$ cat config.mk
export PLATFORM = sky130hd
export DESIGN_NAME = axi4_mem_bridge
export DESIGN_NICKNAME = d
export VERILOG_FILES = /design/src/rtl/mem_bridge_pkg.sv /design/src/rtl/mem_bridge_arb.sv /design/src/rtl/axi4_mem_bridge.sv
export SDC_FILE = /design/constraint.sdc
export NUM_CORES = 1
export LEC_CHECK = 0
export CAP_MARGIN = 0
export CORE_MARGIN = 5
export CORE_UTILIZATION = 30
export CTS_CLUSTER_SIZE = 8
export DETAILED_ROUTE_END_ITERATION = 10
export DONT_BUFFER_PORTS = 1
export GPL_TIMING_DRIVEN = 0
export PLACE_DENSITY = 0.42
export SETUP_SLACK_MARGIN = 0.3
export SYNTH_ARGS = -nofsm -noshare
export SYNTH_HDL_FRONTEND = slang
export SYNTH_SLANG_ARGS = --single-unit
$ cat constraint.sdc
create_clock -name clock -period 1.9 [get_ports clock]
set_input_delay 0.19 -clock clock [delete_from_list [all_inputs] [get_ports clock]]
set_output_delay 0.19 -clock clock [all_outputs]
set_load 0.1 [all_outputs]
$ cat src/rtl/mem_bridge_pkg.sv
// mem_bridge_pkg: shared types and widths for the axi4_mem_bridge slice.
// Holds the bridge FSM encoding, the request source id and the AXI widths
// used by the RAM side.
package mem_bridge_pkg;

    localparam int AXI_ADDR_W = 32;
    localparam int AXI_DATA_W = 64;
    localparam int AXI_STRB_W = AXI_DATA_W / 8;

    typedef enum logic [2:0] {
        ST_IDLE = 3'd0,
        ST_AR   = 3'd1,
        ST_R    = 3'd2,
        ST_AW_W = 3'd3,
        ST_B    = 3'd4
    } state_e;

    typedef enum logic {
        SRC_IF = 1'b0,
        SRC_DM = 1'b1
    } src_e;

endpackage

$ cat src/rtl/mem_bridge_arb.sv
// mem_bridge_arb: fixed-priority selection between the fetch and data ports,
// plus the request latch that holds the accepted transaction while the bridge
// FSM works through the AXI channels. The data port always wins.
module mem_bridge_arb
    import mem_bridge_pkg::*;
#(
    parameter int ADDR_W = AXI_ADDR_W,
    parameter int DATA_W = AXI_DATA_W
) (
    input  logic                  clock,
    input  logic                  reset,
    input  logic                  idle,
    input  logic                  if_req,
    input  logic [ADDR_W-1:0]     if_addr,
    input  logic                  dm_req,
    input  logic                  dm_we,
    input  logic [ADDR_W-1:0]     dm_addr,
    input  logic [DATA_W-1:0]     dm_wdata,
    input  logic [DATA_W/8-1:0]   dm_wstrb,
    output logic                  if_ready,
    output logic                  dm_ready,
    output logic                  accept,
    output logic                  req_src,
    output logic                  req_we,
    output logic [ADDR_W-1:0]     req_addr,
    output logic [DATA_W-1:0]     req_wdata,
    output logic [DATA_W/8-1:0]   req_wstrb
);

    // Readys are gated by reset so they read 0 while the bridge is held in reset.
    always_comb begin
        dm_ready = reset & idle & dm_req;
        if_ready = reset & idle & if_req & ~dm_req;
        accept   = dm_ready | if_ready;
    end

    // Capture the winning request; fetches are always reads with no strobes.
    always_ff @(posedge clock or negedge reset) begin
        if (!reset) begin
            req_src   <= SRC_IF;
            req_we    <= 1'b0;
            req_addr  <= '0;
            req_wdata <= '0;
            req_wstrb <= '0;
        end else if (dm_ready) begin
            req_src   <= SRC_DM;
            req_we    <= dm_we;
            req_addr  <= dm_addr;
            req_wdata <= dm_wdata;
            req_wstrb <= dm_wstrb;
        end else if (if_ready) begin
            req_src   <= SRC_IF;
            req_we    <= 1'b0;
            req_addr  <= if_addr;
            req_wdata <= '0;
            req_wstrb <= '0;
        end
    end

endmodule

$ cat src/rtl/axi4_mem_bridge.sv
// axi4_mem_bridge: single-outstanding AXI4 master bridging the core's fetch
// and data ports onto the simplified AXI4_Ram channel set. Responses return
// as one-cycle pulses with held data.
// Optional build macro: MEM_BRIDGE_PERF_EN adds fetch/data/stall counters.
module axi4_mem_bridge
    import mem_bridge_pkg::*;
#(
    parameter int ADDR_W = AXI_ADDR_W,
    parameter int DATA_W = AXI_DATA_W,
    parameter int INST_W = AXI_DATA_W / 2
) (
    input  logic                  clock,
    input  logic                  reset,
    input  logic                  io_if_req,
    input  logic [ADDR_W-1:0]     io_if_addr,
    output logic                  io_if_ready,
    output logic                  io_if_resp,
    output logic [INST_W-1:0]     io_if_rdata,
    input  logic                  io_dm_req,
    input  logic                  io_dm_we,
    input  logic [ADDR_W-1:0]     io_dm_addr,
    input  logic [DATA_W-1:0]     io_dm_wdata,
    input  logic [DATA_W/8-1:0]   io_dm_wstrb,
    output logic                  io_dm_ready,
    output logic                  io_dm_resp,
    output logic [DATA_W-1:0]     io_dm_rdata,
    output logic [ADDR_W-1:0]     io_awaddr,
    output logic                  io_awvalid,
    input  logic                  io_awready,
    output logic [ADDR_W-1:0]     io_araddr,
    output logic                  io_arvalid,
    input  logic                  io_arready,
    output logic [DATA_W-1:0]     io_wdata,
    output logic [DATA_W/8-1:0]   io_wstrb,
    output logic                  io_wvalid,
    input  logic                  io_wready,
    input  logic [DATA_W-1:0]     io_rdata,
    input  logic                  io_bvalid
`ifdef MEM_BRIDGE_PERF_EN
    ,
    output logic [31:0]           io_perf_if_cnt,
    output logic [31:0]           io_perf_dm_cnt,
    output logic [31:0]           io_perf_stall_cnt
`endif
);

    localparam logic [ADDR_W-1:0] ALIGN_MASK = ~ADDR_W'(7);

    state_e                state;
    state_e                nxt;
    logic                  accept;
    logic                  acc_write;
    logic                  req_src;
    logic                  req_we;
    logic [ADDR_W-1:0]     req_addr;
    logic [DATA_W-1:0]     req_wdata;
    logic [DATA_W/8-1:0]   req_wstrb;
    logic                  arvalid_q;
    logic                  awvalid_q;
    logic                  wvalid_q;

    mem_bridge_arb #(
        .ADDR_W (ADDR_W),
        .DATA_W (DATA_W)
    ) u_arb (
        .clock     (clock),
        .reset     (reset),
        .idle      (state == ST_IDLE),
        .if_req    (io_if_req),
        .if_addr   (io_if_addr),
        .dm_req    (io_dm_req),
        .dm_we     (io_dm_we),
        .dm_addr   (io_dm_addr),
        .dm_wdata  (io_dm_wdata),
        .dm_wstrb  (io_dm_wstrb),
        .if_ready  (io_if_ready),
        .dm_ready  (io_dm_ready),
        .accept    (accept),
        .req_src   (req_src),
        .req_we    (req_we),
        .req_addr  (req_addr),
        .req_wdata (req_wdata),
        .req_wstrb (req_wstrb)
    );

    assign acc_write = io_dm_ready & io_dm_we;

    // Addresses and write payload come straight from the request latch, so no
    // AXI input can reach an AXI output combinationally.
    assign io_araddr  = req_addr & ALIGN_MASK;
    assign io_awaddr  = req_addr & ALIGN_MASK;
    assign io_wdata   = req_wdata;
    assign io_wstrb   = req_wstrb;
    assign io_arvalid = arvalid_q;
    assign io_awvalid = awvalid_q;
    assign io_wvalid  = wvalid_q;

    // Next-state decode; AW_W waits until both channels have handshaken.
    always_comb begin
        nxt = state;
        case (state)
            ST_IDLE: if (accept)     nxt = acc_write ? ST_AW_W : ST_AR;
            ST_AR:   if (io_arready) nxt = ST_R;
            ST_R:                    nxt = ST_IDLE;
            ST_AW_W: if ((~awvalid_q | io_awready) & (~wvalid_q | io_wready)) nxt = ST_B;
            ST_B:    if (io_bvalid)  nxt = ST_IDLE;
            default:                 nxt = ST_IDLE;
        endcase
    end

    // State register; reset aborts any transaction in flight.
    always_ff @(posedge clock or negedge reset) begin
        if (!reset) state <= ST_IDLE;
        else        state <= nxt;
    end

    // AXI valids rise on acceptance and each drops after its own handshake.
    always_ff @(posedge clock or negedge reset) begin
        if (!reset) begin
            arvalid_q <= 1'b0;
            awvalid_q <= 1'b0;
            wvalid_q  <= 1'b0;
        end else if (accept) begin
            arvalid_q <= ~acc_write;
            awvalid_q <= acc_write;
            wvalid_q  <= acc_write;
        end else begin
            if (arvalid_q & io_arready) arvalid_q <= 1'b0;
            if (awvalid_q & io_awready) awvalid_q <= 1'b0;
            if (wvalid_q & io_wready)   wvalid_q  <= 1'b0;
        end
    end

    // Response pulses and held response data for the requesting port.
    always_ff @(posedge clock or negedge reset) begin
        if (!reset) begin
            io_if_resp  <= 1'b0;
            io_dm_resp  <= 1'b0;
            io_if_rdata <= '0;
            io_dm_rdata <= '0;
        end else begin
            io_if_resp <= 1'b0;
            io_dm_resp <= 1'b0;
            if (state == ST_R) begin
                if (req_src == SRC_IF) begin
                    io_if_resp  <= 1'b1;
                    io_if_rdata <= req_addr[2] ? io_rdata[DATA_W-1:INST_W] : io_rdata[INST_W-1:0];
                end else begin
                    io_dm_resp  <= 1'b1;
                    io_dm_rdata <= io_rdata;
                end
            end
            if ((state == ST_B) && io_bvalid && req_we) io_dm_resp <= 1'b1;
        end
    end

`ifdef MEM_BRIDGE_PERF_EN
    // Wrapping counters of accepted requests and starved fetch cycles.
    always_ff @(posedge clock or negedge reset) begin
        if (!reset) begin
            io_perf_if_cnt    <= '0;
            io_perf_dm_cnt    <= '0;
            io_perf_stall_cnt <= '0;
        end else begin
            if (io_if_ready)               io_perf_if_cnt    <= io_perf_if_cnt + 32'd1;
            if (io_dm_ready)               io_perf_dm_cnt    <= io_perf_dm_cnt + 32'd1;
            if (io_if_req & ~io_if_ready)  io_perf_stall_cnt <= io_perf_stall_cnt + 32'd1;
        end
    end
`endif

endmodule

== Yosys cells after proc, flatten, opt, wreduce, memory -nomap -nowiden ==
Cells that the tools add are included.

* Flip-flop bits (word level): 210
* Input bits: 209
* Output and inout bits: 239
* Word-level logic and storage cells: 75

* Equal/unequal tests: 8
* Multiplexer cells: 27
* Bitwise operators: 17
* Reductions and logical operators: 10

{| class="wikitable"
|+ Operators with widths
! operator !! count
|-
| two-way mux 64 bit || 2
|-
| two-way mux 32 bit || 3
|-
| two-way mux 8 bit || 2
|-
| two-way mux 1 bit || 14
|-
| two-way mux 3 bit || 4
|-
| case mux 3 bit (4 select lines) || 1
|-
| AND 1 bit || 9
|-
| inequality test 2 bit, second input constant || 4
|-
| nonzero test 2 bit || 4
|-
| equality test 3 x 2 -> 1 bit, second input constant || 2
|-
| NOT 1 bit || 5
|-
| AND reduction 2 bit || 2
|-
| AND reduction 4 bit || 1
|-
| equality test 3 x 1 -> 1 bit, second input constant || 1
|-
| equality test 3 bit, second input constant || 1
|-
| zero test 3 bit || 1
|-
| bitwise OR 1 bit || 3
|-
| logical AND 1 bit || 2
|-
| two-way mux 2 bit || 1
|}

== Longest topological paths before layout ==
* Word-level depth: 7
* Depth in mapped cells: 7
* Depth with buffers taken out: 4

== Cells and area by module ==
A second synthesis with hierarchy kept.

* Cell total of the unflattened synthesis: 622
* Area total of the unflattened synthesis: 9162.5 sq um

{| class="wikitable"
|+ Modules (own cells, without submodules)
! module !! times used !! cells an instance !! area an instance (sq um) !! seq. area each (sq um)
|-
| axi4_mem_bridge || 1 || 350 || 4838.4 || 2602.5
|-
| mem_bridge_arb || 1 || 272 || 4324.1 || 2652.5
|}

== Worst setup path before layout ==
No wires, ideal clock.

* Kind: reg2reg
* Start point: register state[1]
* End point: register u_arb.req_src
* Library setup time: 0.208 ns
* Arrival time: 2.483 ns
* Required time: 1.692 ns
* Setup slack: -0.792 ns
* Cell stages (with the launch flop): 5
* Path buffers: 1
* Clock period less this slack: 2.692 ns
* Path through: dfrtp_1 -> or4b_4 -> clkbuf_1 -> nor2_1 -> a21oi_1

* Longest elaborated chain between the ends: 5
* Elaborated cells on any way between the ends: 7
* Those cells by class: mux (1); bitwise (4); reduce/logical (2)

{| class="wikitable"
|+ RTL lines
! what !! RTL line !! RTL
|-
| start: declaration || axi4_mem_bridge.sv:49 || <nowiki>state_e state;</nowiki>
|-
| start signal: assignment || axi4_mem_bridge.sv:114 || <nowiki>else state <= nxt;</nowiki>
|-
| zero test 3 bit || axi4_mem_bridge.sv:68 || <nowiki>.idle (state == ST_IDLE),</nowiki>
|-
| AND 1 bit (3 in series) || mem_bridge_arb.sv:33 || <nowiki>if_ready = reset & idle & if_req & ~dm_req;</nowiki>
|-
| net io_if_ready || axi4_mem_bridge.sv:16 || <nowiki>output logic io_if_ready,</nowiki>
|-
| nonzero test 2 bit (no line) || n/a ||
|-
| end signal: assignment || mem_bridge_arb.sv:40 || <nowiki>req_src <= SRC_IF;</nowiki>
|-
| end signal: assignment || mem_bridge_arb.sv:46 || <nowiki>req_src <= SRC_DM;</nowiki>
|-
| end signal: assignment || mem_bridge_arb.sv:52 || <nowiki>req_src <= SRC_IF;</nowiki>
|-
| end: declaration || mem_bridge_arb.sv:23 || <nowiki>output logic req_src,</nowiki>
|}

The timed path passes the listed nets, and every way through them passes these cells.
A chain may end at the register's enable or synchronous reset.

== Worst setup path after layout ==
* Start point: register state[0]
* End point: output io_if_ready

* Longest elaborated chain between the ends: 4

{| class="wikitable"
|+ RTL lines
! what !! RTL line
|-
| zero test 3 bit || axi4_mem_bridge.sv:68
|-
| AND 1 bit (3 in series) || mem_bridge_arb.sv:33
|-
| end: declaration || axi4_mem_bridge.sv:16
|}

Every way passes these cells.

==> run_results.csv <==
group,metric,value,unit
finish,final_common_cell,"dlygate4sd3_1",
floorplan,die_x,182,um
global_route,grt_overflow,0,
floorplan,dieHeight,182,um
global_route,grt_max_degree,214,
finish,nNetsFinal,1239,
drt,drtIter0Drc,347,
finish,drive_gt1_frac,0.376,
synth,syn_avg_cell_area,12.2,um2
placed_design,dp_hpwl,21.3,mm
clock_network,tritoncts,"built",
timing,skew,0.00941,ns
drt,postRouteAntennaNets,0,
synth,ys_ff_latch,208,
synth,yosysUniqueCellTypes,38,
timing,setup_slack,-0.497,ns
clock_network,cts_made_buffers,29,
finish,syn_to_final_growth,62.3,%
timing,slew_headroom,0.355,
clock_network,cts_sinks,208,
run_status,status,"finished with violations",
timing,clock.fmax,417,MHz
setup_path,start_kind,"flop",
timing,maxSlewViolCount,0,
clock_network,cts_hold_buf,202,
timing,min_period_over_period,1.26,
floorplan,core_area,0.0294,mm2
run_status,violations,"negative hold slack, negative setup slack",
timing,hold_viol_final,208,
placed_design,place_congestion,0.845,
run,drv_cap,0,
clock_network,clkLatencyLatePin,0.54,ns
setup_path,worst-setup-path-type,"reg2out",
worst_hold_path,hp-class,"in2async",
setup_path,cp_max_fo,2,
setup_path,critPathRequiredTime,1.71,ns
synth,netlist_area,0.00888,mm2
drt,drc,0,
timing,setup_violations,72,
drt,dr.pass1.iters,5,
global_route,grt_pass1_vias,7831,
synth,yosysSeqAreaShare,0.586,
drt,wl,33.7,mm
floorplan,boundaryPins,448,
synth,ys_warn_count,0,
floorplan,die_area,0.0332,mm2
drt,wl_per_cell,23.7,um
setup_path,cpPeakStageDelay,0.57,ns
finish,multi_input_area,0.00363,mm2
timing,rsz0062_at_grt,"true",
global_route,antenna_found_initial,1,
finish,fillCellCount,2496,
synth,syn_inst,727,
setup_path,arrival,2.21,ns
timing,worst_hold_slack,-0.653,ns
clock_network,cts-root-buf,"clkbuf_16",
setup_path,cpMaxStageDelayCell,"or4b_4",
placed_design,portBuffers,0,
setup_path,crit_path_end_kind,"output pin",
clock_network,clkTransAtPathRegs,0.05,ns
clock_network,clockBufferDepth,3,
timing,worstMarginPinSlew,0.967,ns
floorplan,row_count,63,
clock_network,h-tree-depth,1,
drt,routed-via-count,7364,
timing,finalCriticalPeriod,2.40,ns
setup_path,path_cells,"or4b_4 > clkbuf_16 > nor2_4",
global_route,grt_pass1_wl,46.7,mm
finish,final_core_util,0.491,
global_route,grtUsageTotal,0.176,
finish,mostFrequentLayoutCells,"202 x dlygate4sd3_1, 164 x dfrtp_1, 81 x buf_4",
floorplan,initial_utilization,0.302,
drt,viasPerCell,5.19,
placed_design,place_ws,-0.0719,ns
finish,seqCellArea,0.00526,mm2
==> area by class of cell <==
cell class	instances	share of cell area
antenna	1	0.000173
buffer	123	0.0811
clock buffer	29	0.0503
clock inverter	1	0.00139
inverter	5	0.00182
multi-input combinational	396	0.252
sequential	208	0.365
tap	390	0.0338
timing repair buffer	267	0.215
==> routing by layer <==
layer  share of wire  vias to the layer above  global-route usage
met5               0                        -                   0
met4           0.030                        0              0.0564
met3           0.082                       76              0.0514
met2            0.52                      398               0.315
met1            0.37                     3720               0.203
li1                -                     3170                   -
==> cell usage after synthesis (all sizes together) <==
master,count,share of area
a211oi,1,0.00085
a21o,2,0.0017
a21oi,35,0.020
a22o,73,0.072
a22oi,1,0.00085
a31oi,32,0.023
a32o,2,0.0023
a32oi,1,0.00099
and3,1,0.00070
buf,98,0.078
clkbuf,25,0.011
clkinv,1,0.00056
conb,1,0.00042
dfrtp,208,0.59
inv,4,0.0017
mux2,64,0.081
mux2i,32,0.036
nand2,1,0.00042
nand2b,4,0.0028
nand3,32,0.019
nand4,1,0.00070
nand4b,1,0.00099
nand4bb,1,0.0013
nor2,35,0.015
nor2b,1,0.00070
nor3,31,0.017
nor4b,2,0.0034
o21ai,31,0.017
o22ai,1,0.00070
or2,2,0.0014
or3,1,0.00070
or4,1,0.00085
or4b,1,0.0015
==> registers in the layout, summed over array words and instances (netlist names) <==
| signal | count |
|---|---|
| io_dm_rdata | 64 |
| u_arb.req_wdata | 64 |
| io_if_rdata | 32 |
| u_arb.req_addr | 30 |
| u_arb.req_wstrb | 8 |
| state | 3 |
| io_arvalid | 1 |
| io_awvalid | 1 |
| io_dm_resp | 1 |
| io_if_resp | 1 |
| io_wvalid | 1 |
| u_arb.req_src | 1 |
| u_arb.req_we | 1 |
==> worst paths after layout <==
check / cells after the start / slack (ns) / to / from
min: 0 / -0.65 / io_if_rdata[9]$_DFFE_PN0P_ / reset
max: 3 / -0.50 / io_if_ready / state[0]$_DFFE_PN0P_
min in group clock: 3 / 0.03 / state[1]$_DFFE_PN0P_ / io_wready
min reg2reg: 1 / 0.54 / u_arb.req_we$_DFFE_PN0P_ / u_arb.req_we$_DFFE_PN0P_
max in group asynchronous: 0 / 2.01 / state[1]$_DFFE_PN0P_ / reset
max reg2reg: 12 / -0.15 / u_arb.req_wdata[59]$_DFFE_PN0P_ / state[2]$_DFFE_PN0P_
==> through the flow <==
stage / hold slack (ns) / cells / TNS [ns] / cell area [um2]
floorplan: -0.106 / 732 / 0 / 8930
global placement: -0.0991 / 1122 / -0.0928 / 9420
detailed placement: -0.101 / 1122 / -0.574 / 9420
CTS: -0.690 / 1389 / -0.656 / 13100
global route: -0.690 / 1420 / -10.02 / 14400
finish: -0.653 / 1420 / -6.06 / 14400
==> cells by family (layout without fill, tap and decap cells) <==
kind of cell	count (synthesis)	in the layout	synth area share
other	1	7	0.000422
AND/OR/NAND/NOR	115	115	0.0663
flip-flops	208	208	0.586
AO/OA/AOI/OAI	179	179	0.139
buffers and inverters	128	425	0.0913
multiplexers	96	96	0.117
==> critical path, delay by kind of cell (launching register included) <==
family,cells,cell delay (ns)
AND/OR/NAND/NOR,2,1.11
flip-flops,1,0.40
buffers and inverters,1,0.17
==> repair_timing <==
| action | 4_1_cts | 5_1_grt |
|---|---|---|
| resized for setup | 171 | 188 |
| endpoints found under the hold margin | 414 | 208 |
| setup endpoints to repair | 382 | 337 |
| gates cloned | 11 | 16 |
| pin swaps | 32 | 52 |
| buffers inserted | 24 | 14 |
Power is not shown: default switching activity piles up to over one toggle a cycle in this logic, so the estimate is an artifact.
